`src/rtl/ps2_pkg.sv`:
```
`default_nettype none
// ============================================================================
// Module   : ps2_pkg
// Purpose  : Shared PS/2 definitions. Contents are the host transmitter
//            state encoding, the frame edge numbering, the odd-parity helper
//            and the retry limit.
// Options  : the retry limit is only used when PS2_TX_RETRY_EN is defined
// Revision : 1.0 - initial release
// ============================================================================
package ps2_pkg;

  typedef enum logic [2:0] {
    ST_IDLE    = 3'd0,
    ST_INHIBIT = 3'd1,
    ST_REQUEST = 3'd2,
    ST_FRAME   = 3'd3,
    ST_RELEASE = 3'd4
  } ps2_state_e;

  // Device falling-edge numbering within one host-to-device frame
  localparam int DATA_BITS   = 8;
  localparam int PARITY_EDGE = 9;
  localparam int STOP_EDGE   = 10;
  localparam int ACK_EDGE    = 11;

  // Extra attempts after a NACK or timeout when retries are built in
  localparam int RETRY_LIMIT = 2;

  // PS/2 uses odd parity: the parity bit makes the total count of ones odd
  function automatic logic odd_parity(input logic [DATA_BITS-1:0] d);
    return ~^d;
  endfunction

endpackage
`default_nettype wire

```
`src/rtl/ps2_line_sync.sv`:
```
`default_nettype none
// ============================================================================
// Module   : ps2_line_sync
// Purpose  : Two-flop synchronisers for the raw PS2_CLK and PS2_DATA pins.
//            Also provides a falling-edge strobe on the synchronised clock.
//            The block is shared with the keyboard receive path.
// Revision : 1.0 - initial release
// ============================================================================
module ps2_line_sync (
  input  logic clk,
  input  logic reset,
  input  logic clk_in,
  input  logic data_in,
  output logic clk_sync,
  output logic data_sync,
  output logic clk_fall
);

  logic clk_meta_q,  clk_meta_d;
  logic clk_sync_q,  clk_sync_d;
  logic clk_prev_q,  clk_prev_d;
  logic data_meta_q, data_meta_d;
  logic data_sync_q, data_sync_d;

  // Each pin advances one stage along its synchroniser chain per cycle
  always_comb begin
    clk_meta_d  = clk_in;
    clk_sync_d  = clk_meta_q;
    clk_prev_d  = clk_sync_q;
    data_meta_d = data_in;
    data_sync_d = data_meta_q;
  end

  // Chain registers reset to the idle-high bus level so reset makes no false edge
  always_ff @(posedge clk) begin
    if (reset) begin
      clk_meta_q  <= 1'b1;
      clk_sync_q  <= 1'b1;
      clk_prev_q  <= 1'b1;
      data_meta_q <= 1'b1;
      data_sync_q <= 1'b1;
    end else begin
      clk_meta_q  <= clk_meta_d;
      clk_sync_q  <= clk_sync_d;
      clk_prev_q  <= clk_prev_d;
      data_meta_q <= data_meta_d;
      data_sync_q <= data_sync_d;
    end
  end

  assign clk_sync  = clk_sync_q;
  assign data_sync = data_sync_q;
  assign clk_fall  = clk_prev_q & ~clk_sync_q;

endmodule
`default_nettype wire

```
`src/rtl/ps2_host_tx.sv`:
```
`default_nettype none
// ============================================================================
// Module   : ps2_host_tx
// Purpose  : PS/2 host-to-device transmitter. It inhibits the bus, issues a
//            request-to-send and then shifts one command byte, odd parity and
//            the stop bit out on device clock edges. It then checks the
//            device ACK.
// Options  : PS2_TX_RETRY_EN - retry a NACK/timeout up to RETRY_LIMIT times
// Revision : 1.0 - initial release
// ============================================================================
module ps2_host_tx #(
  parameter int INHIBIT_CYCLES = 12000,
  parameter int SETUP_CYCLES   = 200,
  parameter int TIMEOUT_CYCLES = 2000000
) (
  input  logic       clk,
  input  logic       reset,
  input  logic [7:0] tx_data,
  input  logic       tx_valid,
  output logic       tx_ready,
  input  logic       ps2_clk_in,
  input  logic       ps2_data_in,
  output logic       ps2_clk_drive_low,
  output logic       ps2_data_drive_low,
  output logic       busy,
  output logic       tx_done,
  output logic       tx_error
);

  import ps2_pkg::*;

  localparam int MAX_A      = (INHIBIT_CYCLES > SETUP_CYCLES) ? INHIBIT_CYCLES : SETUP_CYCLES;
  localparam int MAX_CYCLES = (MAX_A > TIMEOUT_CYCLES) ? MAX_A : TIMEOUT_CYCLES;
  localparam int CNT_W      = $clog2(MAX_CYCLES + 1);

  localparam logic [CNT_W-1:0] CNT_ONE      = CNT_W'(1);
  localparam logic [CNT_W-1:0] INHIBIT_LAST = CNT_W'(INHIBIT_CYCLES - 1);
  localparam logic [CNT_W-1:0] SETUP_LAST   = CNT_W'(SETUP_CYCLES - 1);
  localparam logic [CNT_W-1:0] TIMEOUT_LAST = CNT_W'(TIMEOUT_CYCLES - 1);
  localparam logic [3:0]       ACK_PREV     = 4'(ACK_EDGE - 1);
  localparam logic [3:0]       PARITY_E     = 4'(PARITY_EDGE);

  ps2_state_e       state_q, state_d;
  logic [CNT_W-1:0] cnt_q, cnt_d;
  logic [3:0]       edge_q, edge_d;
  logic [8:0]       frame_q, frame_d;      // {parity, data}
  logic             clk_drive_q, clk_drive_d;
  logic             data_drive_q, data_drive_d;
  logic             done_q, done_d;
  logic             error_q, error_d;
  logic             fail;
  logic             tx_bit;
`ifdef PS2_TX_RETRY_EN
  logic [1:0]       retry_q, retry_d;
`endif

  logic clk_sync, data_sync, clk_fall;

  ps2_line_sync u_sync (
    .clk       (clk),
    .reset     (reset),
    .clk_in    (ps2_clk_in),
    .data_in   (ps2_data_in),
    .clk_sync  (clk_sync),
    .data_sync (data_sync),
    .clk_fall  (clk_fall)
  );

  // Sequencing: phase timing, device edge counting, ACK check and abort handling
  always_comb begin
    state_d = state_q;
    cnt_d   = cnt_q;
    edge_d  = edge_q;
    frame_d = frame_q;
    done_d  = 1'b0;
    error_d = 1'b0;
    fail    = 1'b0;
`ifdef PS2_TX_RETRY_EN
    retry_d = retry_q;
`endif
    case (state_q)
      ST_IDLE: begin
        if (tx_valid) begin
          state_d = ST_INHIBIT;
          frame_d = {odd_parity(tx_data), tx_data};
`ifdef PS2_TX_RETRY_EN
          retry_d = 2'd0;
`endif
        end
      end
      ST_INHIBIT: begin
        if (cnt_q == INHIBIT_LAST) begin
          state_d = ST_REQUEST;
          cnt_d   = '0;
        end else begin
          cnt_d = cnt_q + CNT_ONE;
        end
      end
      ST_REQUEST: begin
        if (cnt_q == SETUP_LAST) begin
          state_d = ST_FRAME;
          cnt_d   = '0;
          edge_d  = '0;
        end else begin
          cnt_d = cnt_q + CNT_ONE;
        end
      end
      ST_FRAME: begin
        if (clk_fall) begin
          cnt_d  = '0;
          edge_d = edge_q + 4'd1;
          // The device holds data low across the ACK clock pulse
          if (edge_q == ACK_PREV) begin
            if (!data_sync) state_d = ST_RELEASE;
            else            fail    = 1'b1;
          end
        end else if (cnt_q == TIMEOUT_LAST) begin
          fail = 1'b1;
        end else begin
          cnt_d = cnt_q + CNT_ONE;
        end
      end
      ST_RELEASE: begin
        if (clk_sync && data_sync) begin
          state_d = ST_IDLE;
          done_d  = 1'b1;
        end else if (clk_fall) begin
          cnt_d = '0;
        end else if (cnt_q == TIMEOUT_LAST) begin
          fail = 1'b1;
        end else begin
          cnt_d = cnt_q + CNT_ONE;
        end
      end
      default: state_d = ST_IDLE;
    endcase

    if (fail) begin
`ifdef PS2_TX_RETRY_EN
      if (retry_q < 2'(RETRY_LIMIT)) begin
        retry_d = retry_q + 2'd1;
        state_d = ST_INHIBIT;
        cnt_d   = '0;
        edge_d  = '0;
      end else begin
        state_d = ST_IDLE;
        error_d = 1'b1;
      end
`else
      state_d = ST_IDLE;
      error_d = 1'b1;
`endif
    end

    if (state_d == ST_IDLE) begin
      cnt_d  = '0;
      edge_d = '0;
    end
  end

  // Line drive for the upcoming cycle, so each pin changes together with the state
  always_comb begin
    tx_bit = 1'b1;
    for (int i = 0; i < 9; i++) begin
      if (edge_d == 4'(i + 1)) tx_bit = frame_d[i[3:0]];
    end
    clk_drive_d  = (state_d == ST_INHIBIT) || (state_d == ST_REQUEST);
    data_drive_d = 1'b0;
    case (state_d)
      ST_REQUEST: data_drive_d = 1'b1;
      ST_FRAME: begin
        if (edge_d == 4'd0)           data_drive_d = 1'b1;     // start bit still held
        else if (edge_d <= PARITY_E)  data_drive_d = ~tx_bit;  // data bits, then parity
        else                          data_drive_d = 1'b0;     // stop bit: release
      end
      default: data_drive_d = 1'b0;
    endcase
  end

  // State and output registers
  always_ff @(posedge clk) begin
    if (reset) begin
      state_q      <= ST_IDLE;
      cnt_q        <= '0;
      edge_q       <= '0;
      frame_q      <= '0;
      clk_drive_q  <= 1'b0;
      data_drive_q <= 1'b0;
      done_q       <= 1'b0;
      error_q      <= 1'b0;
`ifdef PS2_TX_RETRY_EN
      retry_q      <= 2'd0;
`endif
    end else begin
      state_q      <= state_d;
      cnt_q        <= cnt_d;
      edge_q       <= edge_d;
      frame_q      <= frame_d;
      clk_drive_q  <= clk_drive_d;
      data_drive_q <= data_drive_d;
      done_q       <= done_d;
      error_q      <= error_d;
`ifdef PS2_TX_RETRY_EN
      retry_q      <= retry_d;
`endif
    end
  end

  assign tx_ready           = (state_q == ST_IDLE);
  assign busy               = (state_q != ST_IDLE);
  assign ps2_clk_drive_low  = clk_drive_q;
  assign ps2_data_drive_low = data_drive_q;
  assign tx_done            = done_q;
  assign tx_error           = error_q;

endmodule
`default_nettype wire

```
`config.mk`:
```
export PLATFORM = sky130hd
export DESIGN_NAME = ps2_host_tx
export DESIGN_NICKNAME = d
export VERILOG_FILES = /design/src/rtl/ps2_pkg.sv /design/src/rtl/ps2_line_sync.sv /design/src/rtl/ps2_host_tx.sv
export SDC_FILE = /design/constraint.sdc
export NUM_CORES = 1
export LEC_CHECK = 0
export BUFFER_PORTS_ARGS = -buffer_cell sky130_fd_sc_hd__buf_2
export CORE_ASPECT_RATIO = 0.75
export CORE_MARGIN = 2
export CORE_UTILIZATION = 60
export DETAILED_ROUTE_END_ITERATION = 8
export GPL_TIMING_DRIVEN = 0
export PLACE_DENSITY = 0.8
export SETUP_SLACK_MARGIN = 0.02
export SYNTH_ARGS = -nofsm -noshare
export SYNTH_HDL_FRONTEND = slang
export SYNTH_SLANG_ARGS = --single-unit
```
`constraint.sdc`:
```
create_clock -name clk -period 6.25 [get_ports clk]
set_clock_uncertainty 0.15 [all_clocks]
set_input_delay 0 -clock clk [delete_from_list [all_inputs] [get_ports clk]]
set_output_delay 0 -clock clk [all_outputs]
set_load 0.01 [all_outputs]
```
# ---- Yosys cells after proc, flatten, opt, wreduce, memory -nomap -nowiden
# Cells that the tools add are included.
dict set report totals {
  reg_bits 46
  inputBits 13
  out_inout_bits 6
  wordCells 94
}
dict set report classes {
  addsub 2
  order_cmp 1
  eq_ne 21
  mux 42
  n_bitwise 4
  reduce_logical 11
}
# op n
set ops {}
lappend ops {{21-bit two-way mux} 5}
lappend ops {{21-bit one-hot mux with 4 select lines} 1}
lappend ops {{3-bit two-way mux} 8}
lappend ops {{21-bit by 1-bit adder with 21-bit output, second input constant} 1}
lappend ops {{21-bit by 14-bit == test with 1-bit output, second input constant} 1}
lappend ops {{21-bit == test, second input constant} 1}
lappend ops {{21-bit by 8-bit == test with 1-bit output, second input constant} 1}
lappend ops {{1-bit two-way mux} 19}
lappend ops {{9-bit two-way mux} 2}
lappend ops {{4-bit by 3-bit == test with 1-bit output, second input constant} 4}
lappend ops {{3-bit one-hot mux with 5 select lines} 1}
lappend ops {{3-bit by 2-bit == test with 1-bit output, second input constant} 4}
lappend ops {{4-bit == test, second input constant} 3}
lappend ops {{4-bit two-way mux} 3}
lappend ops {{4-bit by 2-bit == test with 1-bit output, second input constant} 2}
lappend ops {{4-bit one-hot mux with 2 select lines} 1}
lappend ops {{8-bit XNOR reduction} 1}
lappend ops {{3-bit by 1-bit == test with 1-bit output, second input constant} 2}
lappend ops {{3-bit zero test} 2}
lappend ops {{4-bit by 1-bit adder with 4-bit output, second input constant} 1}
lappend ops {{4-bit by 1-bit == test with 1-bit output, second input constant} 1}
lappend ops {{4-bit less-or-equal comparator, second input constant} 1}
lappend ops {{4-bit zero test} 1}
lappend ops {{1-bit one-hot mux with 2 select lines} 2}
lappend ops {{10 further kinds} 13}

# ---- Longest topological paths before layout
dict set report logic_depth {
  ltp_word 22
  ltp_mapped 10
  ltp_nobuf 9
}

# ---- By module
# A second synthesis with hierarchy kept.
dict set report hier_totals {
  cells_unflattened 332
  hier_area_um2 2802.7
}
# module n_inst cells_each area_per_inst_um2 seq_area_each_um2
set modules_own_cells {}
lappend modules_own_cells {ps2_host_tx 1 321 2665.1 820.8}
lappend modules_own_cells {ps2_line_sync 1 11 137.6 100.1}

# ---- Worst setup path after synthesis
# No wires, ideal clock.
dict set report synth_path {
  path_type {register -> register}
  startpoint {register cnt_q[0]}
  endpoint {register data_drive_q (netlist: ps2_data_drive_low)}
  setup_ps 59
  arrival_time_ps 2523
  required_ps 6041
  setup_slack_ps 3518
  path_stages_with_launch 10
  n_path_buf 0
  period_less_slack_ps 2732
  path_cell_list {dfxtp_1 -> ha_1 -> or4b_4 -> nor3_4 -> nand3_4 -> a31oi_4 -> mux2i_1 -> or4b_1 -> a21oi_1 -> o31a_1}
}
dict set report synth_via {
  elab_chain_len 22
  elab_cells_between_ends 42
  cone_classes {order compare: 1; eq/ne: 14; mux: 24; bitwise: 1; reduce/logical: 2}
}
# element line_no
set synth_lines {}
lappend synth_lines {{start, declared} ps2_host_tx.sv:44} ;# logic [CNT_W-1:0] cnt_q, cnt_d;
lappend synth_lines {{start signal, assigned} ps2_host_tx.sv:196} ;# cnt_q <= cnt_d;
lappend synth_lines {{21-bit == test} {ps2_host_tx.sv:117, ps2_host_tx.sv:129}}
lappend synth_lines {{1-bit two-way mux} {ps2_host_tx.sv:117, ps2_host_tx.sv:129}}
lappend synth_lines {{1-bit two-way mux} ps2_host_tx.sv:127} ;# end else if (clk_fall) begin
lappend synth_lines {{1-bit two-way mux} ps2_host_tx.sv:124} ;# if (clk_sync && data_sync) begin
lappend synth_lines {{1-bit one-hot mux with 2 select lines} ps2_host_tx.sv:81} ;# case (state_q)
lappend synth_lines {{3-bit two-way mux} ps2_host_tx.sv:138} ;# if (fail) begin
lappend synth_lines {{3-bit zero test} ps2_host_tx.sv:155} ;# if (state_d == ST_IDLE) begin
lappend synth_lines {{4-bit two-way mux} ps2_host_tx.sv:155}
lappend synth_lines {{4-bit by 1-bit == test with 1-bit output} ps2_host_tx.sv:165} ;# if (edge_d == 4'(i + 1)) tx_bit = frame_d[i[3:0]];
lappend synth_lines {{1-bit two-way mux (9 in a row)} ps2_host_tx.sv:165}
lappend synth_lines {{1-bit inverter} ps2_host_tx.sv:173} ;# else if (edge_d <= PARITY_E) data_drive_d = ~tx_bit;
lappend synth_lines {{1-bit two-way mux} ps2_host_tx.sv:173}
lappend synth_lines {{1-bit two-way mux} ps2_host_tx.sv:172} ;# if (edge_d == 4'd0) data_drive_d = 1'b1;
lappend synth_lines {{1-bit one-hot mux with 2 select lines (*)} ps2_host_tx.sv:169} ;# case (state_d)
lappend synth_lines {{end signal, assigned} ps2_host_tx.sv:200} ;# data_drive_q <= data_drive_d;
lappend synth_lines {{end, declared} ps2_host_tx.sv:48} ;# logic data_drive_q, data_drive_d;
# Mark *: on every way between the ends. The rest lies on a longest branch, timed or not.
# A chain may end at the register's enable or synchronous reset.

# ---- Worst setup path in the final report
dict set report layout_path {
  startpoint {register cnt_q[0]}
  endpoint {register cnt_q[8]}
}
dict set report layout_via {
  elab_chain_len 8
  elab_cells_between_ends 21
  cone_classes {add/sub: 1; eq/ne: 3; mux: 15; reduce/logical: 2}
}
# element
set layout_lines {}
lappend layout_lines {{parallel branches: the longest is 8 deep, another holds 21-bit by 1-bit adder with 21-bit output}}
# Parallel ways; which one is timed is not known. The select of a mux whose other input is x is not followed.

==> flow_summary.toml <==
[synth]
muxShareOfSynthArea_pct = 3.90
synth_nets = 330
yosysUniqueCellTypes = 58
synth_simple_gate_area_share_pct = 32.0
synth_compound_area_share_pct = 15.9
synth-xor-area-share_pct = 7.51
synth_edf_count = 0
async_flop_share_pct = 0
seq_area_frac_synth_pct = 35.9
ys_warn_count = 0
syn_avg_cell_area_um2 = 8.17
syn_area_um2 = 2570
synth_top_family_by_area = "simple AND/OR/NAND/NOR gates"
ys_ff_latch = 46
ys.flop_type = "dfxtp_1"
synthAdderAreaFrac_pct = 1.46
syn_inst = 314

[clock_tree]
ctsLongestPathBuffers = 2
cts_sinks = 46
worstSkewPairLatency_ns = 0.30
clock-root-buffer = "clkbuf_8"
numCtsBuffers = 5
htree_levels = 2
cts-resized-gates = 0
cts_tree = "done"
path_clk_slew_ns = 0.09

[setup_path]
worstPathMaxFanout = 9
crit_end = "cnt_q[8]$_SDFFE_PP0P_"
rr_worst_depth = 9
timing.rr.start = "cnt_q[0]$_SDFFE_PP0P_"
crit_required_ns = 6.29
reg2reg_to = "cnt_q[8]$_SDFFE_PP0P_"
r2r_slack_ns = 2.95
setup.worst_path.class = "register to register"
worst_setup_path_end_kind = "register"
crit_arrival_ns = 3.33
start_kind = "register"
crit_start = "cnt_q[0]$_SDFFE_PP0P_"

[global_routing]
grt_overflow = 0
grt_pass1_wl_mm = 10.3
track_usage_pct = 27.8
grt_max_degree = 15
grt_pass1_vias = 2205
antenna_found_initial = 0

[finish]
antenna_cells = 0
area_growth_pct = 15.7
layout_common_cells = "46 x nor2_1, 46 x dfxtp_1, 33 x nand2_1"
drive_gt1_share_pct = 12.5
final_nets = 368

[die]
ios = 19
die_h_um = 60.6
start_util_pct = 62.9
num_rows = 20
core_um2 = 4080
dieWidth_um = 79.5
dieArea_um2 = 4820

[power]
ir_drop_mv = 0.184
power_switching_share_pct = 24.5
p_seq_share_pct = 51.0
combPwrFrac_pct = 11.8
power_leakage_uw = 0.00110
p_int_uw = 450
p_per_area_nw_per_um2 = 201
p_sw_uw = 146
pwr-share-clk_pct = 37.1

[place]
dp_slack_ns = 3.05
place_hpwl_mm = 4.36
io_buffers = 17
gp_congestion = 1.00

[route]
drtIter0Drc = 243
final_antenna_net_count = 0
drt-wirelength-per-cell_um = 15.0
dr.pass1.iters = 4
drc = 0
wirelength_mm = 6.13
num_vias = 2369
viasPerCell = 5.81

[sta]
setup_viol_count_final = 0
period_share_pct = 52.7
drv_slew = 0
finalHoldViolCount = 0
worst_slew_pin_slew_ns = 0.781
grt_setup_unrepaired = "no"
final.setup.tns_ns = 0
worst_slack_ns = 2.95
finalCriticalPeriod_ns = 3.30
fmax_ghz = 0.303
max_slew_margin_pct = 47.5

[outcome]
status = "finished clean"

[job]
maxCapViolations = 0

[worst_hold_path]
hold_class = "input port to register"
==> state kept, by name, indices dropped and copies added (netlist names) <==
signal and flops:
cnt_q 21, edge_q 4, frame_q 9, ps2_clk_drive_low 1, ps2_data_drive_low 1, state_q 3, tx_done 1, tx_error 1
u_sync.clk_meta_q 1, u_sync.clk_prev_q 1, u_sync.clk_sync 1, u_sync.data_meta_q 1, u_sync.data_sync 1
==> synthesized netlist by cell type, drive strengths merged (4+ instances only) <==
library cell / number / area share, %
nor2: 46 / 6.7
nand2: 33 / 4.8
buf: 4 / 0.97
xnor2: 12 / 4.1
and2: 6 / 1.5
or3: 4 / 0.97
nor3: 12 / 2.8
nor2b: 6 / 1.5
xor2: 10 / 3.4
o21ai: 9 / 1.8
nand3: 13 / 3.0
dfxtp: 46 / 36
a21o: 4 / 1.2
clkbuf: 10 / 1.5
nand4: 9 / 2.2
inv: 5 / 0.73
nand2b: 4 / 0.97
or2: 5 / 1.2
mux2i: 10 / 3.9
a21oi: 18 / 3.5
==> area by class of cell <==
cell class              instances  area, um2
plain buffers                  14       62.6
clock buffers                   6       72.6
clock inverters                 2       37.5
fillers                       324       1110
inverters                       6       22.5
multi-input cells             248       1560
flip-flops and latches         46        921
well taps                      55       68.8
repair buffers                 31        225
==> worst min path at each step <==
| stage | from | endpoint | depth (start not counted) |
|---|---|---|---|
| global placement | ps2_clk_in | u_sync.clk_meta_q$_SDFF_PP1_ | 2 |
| finish | tx_valid | ps2_clk_drive_low$_SDFF_PP0_ | 5 |
| detailed placement | ps2_clk_in | u_sync.clk_meta_q$_SDFF_PP1_ | 2 |
| CTS | tx_valid | ps2_clk_drive_low$_SDFF_PP0_ | 5 |
| floorplan | ps2_clk_in | u_sync.clk_meta_q$_SDFF_PP1_ | 1 |
| global route | tx_valid | ps2_clk_drive_low$_SDFF_PP0_ | 5 |
==> kinds of logic after synthesis <==
group,count (synthesis)
adder cells (fa/ha/maj),3
flip-flops,46
buffers and inverters,20
AO/OA/AOI/OAI,58
multiplexers,10
AND/OR/NAND/NOR,155
XOR/XNOR,22
==> per-layer routing <==
| layer | up-vias | wire, um | GRT usage [%] |
|---|---|---|---|
| met5 | - | 0 | 0 |
| met4 | 0 | 99 | 7.64 |
| met3 | 11 | 541 | 6.99 |
| met2 | 88 | 2550 | 40.8 |
| met1 | 1083 | 2940 | 40.7 |
| li1 | 1187 | - | - |
==> through the flow <==
| step | total power, uW | area (um2) | instances | utilization, % | hold slack, ns |
|---|---|---|---|---|---|
| after global placement | 371 | 2720 | 386 | 66.7 | 0.0311 |
| after global routing | 621 | 2970 | 408 | 72.8 | 0.121 |
| final | 597 | 2970 | 408 | 72.8 | 0.0468 |
| after detailed placement | 373 | 2720 | 386 | 66.7 | 0.0345 |
| after floorplan | 355 | 2570 | 314 | - | -0.0462 |
| after CTS | 597 | 2970 | 408 | 72.8 | 0.0435 |
==> power by group through the flow <==
stage / logic (uW) / clock network [uW] / registers, uW
after floorplan: 44.5 / 0 / 310
after global placement: 59.5 / 0 / 311
after detailed placement: 61.2 / 0 / 311
after CTS: 68.3 / 225 / 304
after global routing: 77.9 / 237 / 306
final: 70.7 / 222 / 304
==> repair_timing <==
action	in CTS	in global routing
buffers inserted	0	0
hold endpoints to repair	11	0
hold buffers	14	0
==> critical path: stages, from the launching register on <==
cell	delay, ns
dfxtp_1	0.41
ha_1	0.26
or4b_4	0.49
nor3_4	0.23
nand3_1	0.21
a21oi_1	0.65
nor2_1	0.28
and4_1	0.30
xnor2_1	0.14
nor2_1	0.05
Note: power is estimated with default switching activity, not from simulation.
